$ cat src/rtl/video_syncgen.sv
// Video timing generator: HSYNC/VSYNC/DE and pixel coordinates from PCK.
// Optional frame counter output enabled by SYNCGEN_FRMCNT_EN.
module video_syncgen #(
  parameter int HACT = 640,
  parameter int HFP  = 16,
  parameter int HSW  = 96,
  parameter int HBP  = 48,
  parameter int VACT = 480,
  parameter int VFP  = 10,
  parameter int VSW  = 2,
  parameter int VBP  = 33,
  parameter int CW   = 10
) (
  input  logic          PCK,
  input  logic          RST_N,
  input  logic          ENABLE,
  output logic [CW-1:0] HCNT,
  output logic [CW-1:0] VCNT,
  output logic          HSYNC,
  output logic          VSYNC,
  output logic          DE,
  output logic          FRAME_START
`ifdef SYNCGEN_FRMCNT_EN
  ,
  output logic [7:0]    FRAME_CNT
`endif
);

  localparam int HTOTAL = HACT + HFP + HSW + HBP;
  localparam int VTOTAL = VACT + VFP + VSW + VBP;

  localparam logic [CW-1:0] HMAX   = CW'(HTOTAL - 1);
  localparam logic [CW-1:0] VMAX   = CW'(VTOTAL - 1);
  localparam logic [CW-1:0] HACT_C = CW'(HACT);
  localparam logic [CW-1:0] VACT_C = CW'(VACT);
  localparam logic [CW-1:0] HS_ON  = CW'(HACT + HFP);
  localparam logic [CW-1:0] HS_OFF = CW'(HACT + HFP + HSW - 1);
  localparam logic [CW-1:0] VS_ON  = CW'(VACT + VFP);
  localparam logic [CW-1:0] VS_OFF = CW'(VACT + VFP + VSW - 1);

  logic [CW-1:0] hc_q, hc_d;
  logic [CW-1:0] vc_q, vc_d;
  logic [CW-1:0] hcnt_q, hcnt_d;
  logic [CW-1:0] vcnt_q, vcnt_d;
  logic          hsync_q, hsync_d;
  logic          vsync_q, vsync_d;
  logic          de_q, de_d;
  logic          fs_q, fs_d;

  // Outputs see hc/vc one edge late; PARK returns everything to reset values.
  always_comb begin
    hc_d    = '0;
    vc_d    = '0;
    hcnt_d  = '0;
    vcnt_d  = '0;
    hsync_d = 1'b1;
    vsync_d = 1'b1;
    de_d    = 1'b0;
    fs_d    = 1'b0;
    if (ENABLE) begin
      hcnt_d  = hc_q;
      vcnt_d  = vc_q;
      hsync_d = !(hc_q >= HS_ON && hc_q <= HS_OFF);
      vsync_d = !(vc_q >= VS_ON && vc_q <= VS_OFF);
      de_d    = (hc_q < HACT_C) && (vc_q < VACT_C);
      fs_d    = (hc_q == '0) && (vc_q == '0);
      if (hc_q == HMAX) begin
        hc_d = '0;
        vc_d = (vc_q == VMAX) ? '0 : vc_q + CW'(1);
      end else begin
        hc_d = hc_q + CW'(1);
        vc_d = vc_q;
      end
    end
  end

  always_ff @(posedge PCK or negedge RST_N) begin
    if (!RST_N) begin
      hc_q    <= '0;
      vc_q    <= '0;
      hcnt_q  <= '0;
      vcnt_q  <= '0;
      hsync_q <= 1'b1;
      vsync_q <= 1'b1;
      de_q    <= 1'b0;
      fs_q    <= 1'b0;
    end else begin
      hc_q    <= hc_d;
      vc_q    <= vc_d;
      hcnt_q  <= hcnt_d;
      vcnt_q  <= vcnt_d;
      hsync_q <= hsync_d;
      vsync_q <= vsync_d;
      de_q    <= de_d;
      fs_q    <= fs_d;
    end
  end

  assign HCNT        = hcnt_q;
  assign VCNT        = vcnt_q;
  assign HSYNC       = hsync_q;
  assign VSYNC       = vsync_q;
  assign DE          = de_q;
  assign FRAME_START = fs_q;

`ifdef SYNCGEN_FRMCNT_EN
  logic [7:0] frame_cnt_q, frame_cnt_d;

  always_comb begin
    frame_cnt_d = frame_cnt_q + (fs_d ? 8'd1 : 8'd0);
  end

  always_ff @(posedge PCK or negedge RST_N) begin
    if (!RST_N) frame_cnt_q <= '0;
    else        frame_cnt_q <= frame_cnt_d;
  end

  assign FRAME_CNT = frame_cnt_q;
`endif

endmodule

$ cat config.mk
export PLATFORM = sky130hd
export DESIGN_NAME = video_syncgen
export DESIGN_NICKNAME = d
export VERILOG_FILES = /design/src/rtl/video_syncgen.sv
export SDC_FILE = /design/constraint.sdc
export NUM_CORES = 1
export LEC_CHECK = 0
export BUFFER_PORTS_ARGS = -buffer_cell sky130_fd_sc_hd__buf_2
export CAP_MARGIN = 40
export CORE_ASPECT_RATIO = 1.25
export CORE_MARGIN = 2
export CORE_UTILIZATION = 56
export CTS_BUF_LIST = sky130_fd_sc_hd__clkbuf_16
export DETAILED_ROUTE_END_ITERATION = 16
export GPL_TIMING_DRIVEN = 0
export PLACE_DENSITY = 0.85
export SYNTH_ARGS = -nofsm -noshare
export SYNTH_HDL_FRONTEND = slang
export SYNTH_SLANG_ARGS = --single-unit
$ cat constraint.sdc
create_clock -name PCK -period 2 [get_ports PCK]
set_input_delay 0 -clock PCK [delete_from_list [all_inputs] [get_ports PCK]]
set_output_delay 0 -clock PCK [all_outputs]
set_load 0.005 [all_outputs]
Word level (Yosys, flattened, before mapping)
Index checks and enable logic that the tools add are counted.

storage, ports and cells
  latch bits = 0
  memories = 0
  bits in registers = 44
  input bits = 3
  word-level logic and storage cells = 38
  memory bits (writable) = 0
  output and inout bits = 24
  bits in read-only memories = 0

cells by class
  shifts and indexed selects = 0
  $lt $le $gt $ge = 6
  divide/modulo/power cells = 0
  equality and inequality tests = 3
  bitwise gates (word level) = 0
  mux-type cells = 11
  reductions and logical operators = 8
  multiply operators = 0
  add/sub/neg operators = 2

operator list
  cell                   count
  $mux 10                7
  $add 10x1->10 const B  2
  $eq 10x10->1 const B   2
  $logic_not 10->1       2
  $ge 10x10->1 const B   1
  $ge 10x9->1 const B    1
  $le 10x10->1 const B   1
  $le 10x9->1 const B    1
  $lt 10x10->1 const B   1
  $lt 10x9->1 const B    1
  $logic_and 1x1->1      4
  $mux 1                 4
  $logic_not 1->1        2
  $ne 2x1->1 const B     1

Depth between registers and ports, before layout
  word-level depth = 4
  depth in mapped cells = 7

Worst setup path before layout
OpenSTA, ideal clock, no wires.

  kind = register -> register
  from = register hc_q[0]
  to = register vc_q[2]
  stages on the path, launching flop included = 7
  setup slack = 0.469 ns
  clock period less this slack = 1.531 ns
  setup time = 0.110 ns
  data arrival time = 1.421 ns
  buffers on the path = 1
  cells stage by stage = dfrtp_1 -> ha_1 -> and3_2 -> buf_2 -> a31oi_4 -> o221ai_1 -> o41ai_1

between the ends
  longest elaborated chain between the ends = 2

RTL lines
  item                    RTL line  RTL
  start, declared         41        logic [CW-1:0] hc_q, hc_d;
  start signal, assigned  79        hc_q <= '0;
  start signal, assigned  88        hc_q <= hc_d;
  $eq 10x10->1            67        if (hc_q == HMAX) begin
  $ne 2x1->1 (no line)    -
  end signal, assigned    89        vc_q <= vc_d;
  end, declared           42        logic [CW-1:0] vc_q, vc_d;

Every way passes these cells.
A chain may end at the register's enable or synchronous reset.

Worst setup path in the final report
  from = register hc_q[0]
  to = register vc_q[9]

Same word-level chain as after synthesis.

==> flow_summary.toml <==
[run_status]
status = "finished clean"

[routing]
wirelength_um = 3950
viasPerCell = 5.79
routedWlPerCell_um = 15.4
drc = 0
postRouteAntennaNets = 0
num_vias = 1487
drtIter0Drc = 57
drt_pass1_iterations = 4

[synth]
synth_warnings = 0
synth-simple-area-share = 0.246
synthMuxAreaShare = 0
ys_seq_area_frac = 0.550
synth.distinct_cells = 43
synth_cells = 183
synthXorXnorAreaFrac = 0.0305
yosys_most_used_dff = "dfrtp_1"
syn_avg_cell_area_um2 = 11.0
netlist_area_um2 = 2010
ys_ff_latch = 44
synth_top_family_by_area = "simple AND/OR/NAND/NOR gates"
synth-compound-area-share = 0.0985
synth_enable_flop_cells = 0
synth_adder_area_share = 0.0312
synthArstFlopShare = 1.00
syn-num-nets = 191

[timing]
period_share = 0.888
drv_slew = 0
clock_skew_ns = 0.00442
rsz0062_at_grt = "false"
final.setup.tns_ns = 0
max_slew.worst_pin.slew_ns = 0.533
finalHoldViolCount = 0
hold_ws_ns = 0.0727
setup_viol = 0
fin_crit_ns = 1.78
max_freq_mhz = 563
slew_headroom = 0.645

[flow_run]
max-cap-violations = 0

[clock_network]
clock_latency_ns = 0.28
cts_buffers = 5
ctsResizeCount = 0
clk_pin_slew_worst_paths_ns = 0.06
postCtsHoldBufs = 1
htree_levels = 2
cts_tree = "built"
cts_buffer_depth = 2
clock-sinks = 44
cts_setup_buffers = 0
clockRootBuffer = "clkbuf_16"

[final_layout]
nNetsFinal = 226
layout_commonest_cell = "dfrtp_1"
area_growth_pct = 17.5
final_core_util = 0.683
diodes = 0
drive_above_1_share = 0.239
final_cell_area_um2 = 2360
layout_common_cells = "dfrtp_1, buf_2, nor2_1, and2_1, nand3_1"

[grt]
grt-ovfl-total = 0
grtUsageTotal = 0.214
grt_max_degree = 24
antenna_found_initial = 0
grt_pass1_wl_um = 6630
grt_pass1_vias = 1361

[worst_setup_path]
worstPathMaxFanout = 8
crit_chain = "ha_1 > nand3_4 > nor4_4 > a41oi_1 > a31oi_1"
reg2reg_from = "hc_q[0]"
path_class = "flip-flop to flip-flop"
r2r_cells = 5
critical_path_arrival_ns = 1.97
cp-end-kind = "flip-flop"
startpoint_type = "flip-flop"
rr_endpoint = "vc_q[9]"
slowest_delay_ns = 0.51
cp.required_ns = 2.20
slowest_stage = "nor4_4"
r2r_setup_slack_ns = 0.22

[die]
pin_count = 27
core.rowCount = 24
die_h_um = 70.9
core_area_um2 = 3450
die-area_um2 = 4080
die_w_um = 57.5
initial_core_util = 0.581

[placed_design]
portBuffers = 26
routabilityCongestion = 0.908
hpwlAfterDp_um = 2780
dpl_cell_area_um2 = 2210

[min_path]
min_from = "ENABLE"
whs_endpoint = "VCNT[6]"
holdPathStages = 2
hp-class = "input port to flip-flop"

[pwr]
ir_worst_vdd_mv = 0.866
p_total_mw = 1.74
power.density_nw_per_um2 = 737
power.leakage_nw = 1.12
==> how the worst max path moves through the flow <==
stage	from	endpoint	cells after the start
global placement	hc_q[0]	vc_q[9]	5
floorplan	hc_q[0]	vc_q[2]	6
finish	hc_q[0]	vc_q[9]	5
CTS	hc_q[0]	vc_q[9]	5
detailed placement	hc_q[0]	vc_q[8]	5
global route	hc_q[0]	vc_q[8]	5
==> kinds of logic (layout without fill, tap and decap cells) <==
| kind of cell | count (synthesis) | in the layout |
|---|---|---|
| AO/OA/AOI/OAI | 27 | 27 |
| flip-flops | 44 | 44 |
| adder cells (fa/ha/maj) | 5 | 5 |
| XOR/XNOR | 7 | 7 |
| AND/OR/NAND/NOR | 84 | 84 |
| buffers and inverters | 16 | 51 |
==> flip-flops by register name (all words and copies together), names as in the netlist <==
signal       count
hc_q            10
DE               1
VSYNC            1
HCNT            10
vc_q            10
VCNT            10
HSYNC            1
FRAME_START      1
==> power by group <==
part           internal, mW  total, mW  switching [mW]
Clock                 0.448      0.748           0.300
Combinational        0.0272     0.0789          0.0517
Sequential            0.902      0.911         0.00902
Total                  1.38       1.74           0.361
==> worst max-delay path: cells and delay by family, from the launching register on <==
family,cells,cell delay (ns)
compound gates,2,0.39
fa+ha+maj,1,0.27
flops,1,0.41
simple gates,2,0.62
==> per-stage QoR <==
step / std cells / setup slack (ns)
6_report: 257 / 0.223
5_1_grt: 257 / 0.0843
2_1_floorplan: 183 / 0.469
3_5_place_dp: 249 / 0.220
3_3_place_gp: 248 / 0.300
4_1_cts: 257 / 0.232
==> final cells by class <==
| cell class | count | area, um^2 |
|---|---|---|
| plain buffers | 8 | 57.6 |
| clock buffers | 5 | 125 |
| clock inverters | 2 | 8.76 |
| fillers | 242 | 1100 |
| inverters | 8 | 30.0 |
| multi-input cells | 123 | 816 |
| flip-flops and latches | 44 | 1100 |
| well taps | 39 | 48.8 |
| repair buffers | 28 | 168 |
==> layer usage <==
layer / vias up / GRT usage / routed length, um
met2: 45 / 0.337 / 1950
li1: 712 / - / -
met5: - / 0 / 0
met4: 0 / 0.0698 / 57
met3: 5 / 0.0548 / 196
met1: 725 / 0.288 / 1740
==> synth_stat cells, types with 2 or more instances <==
library cell / count / area [um^2]
xnor2_1: 5 / 43.8
buf_4: 2 / 15.0
nor2_1: 24 / 90.1
dfrtp_1: 42 / 1050
a21oi_1: 2 / 10.0
inv_1: 7 / 26.3
o41ai_1: 2 / 17.5
and3_2: 2 / 15.0
nor3_1: 5 / 25.0
or3_1: 2 / 12.5
nor4_4: 2 / 42.5
clkbuf_1: 2 / 7.51
o2111ai_1: 3 / 26.3
ha_1: 5 / 62.6
and4_1: 2 / 17.5
and2_1: 14 / 87.6
a31oi_1: 5 / 31.3
o31ai_1: 4 / 30.0
nand4_1: 3 / 18.8
dfstp_2: 2 / 52.6
xor2_1: 2 / 17.5
nand2_1: 6 / 22.5
nand3_1: 13 / 65.1
o21ai_0: 7 / 35.0
o221ai_1: 2 / 17.5
Note: power is estimated with default switching activity, not from simulation.
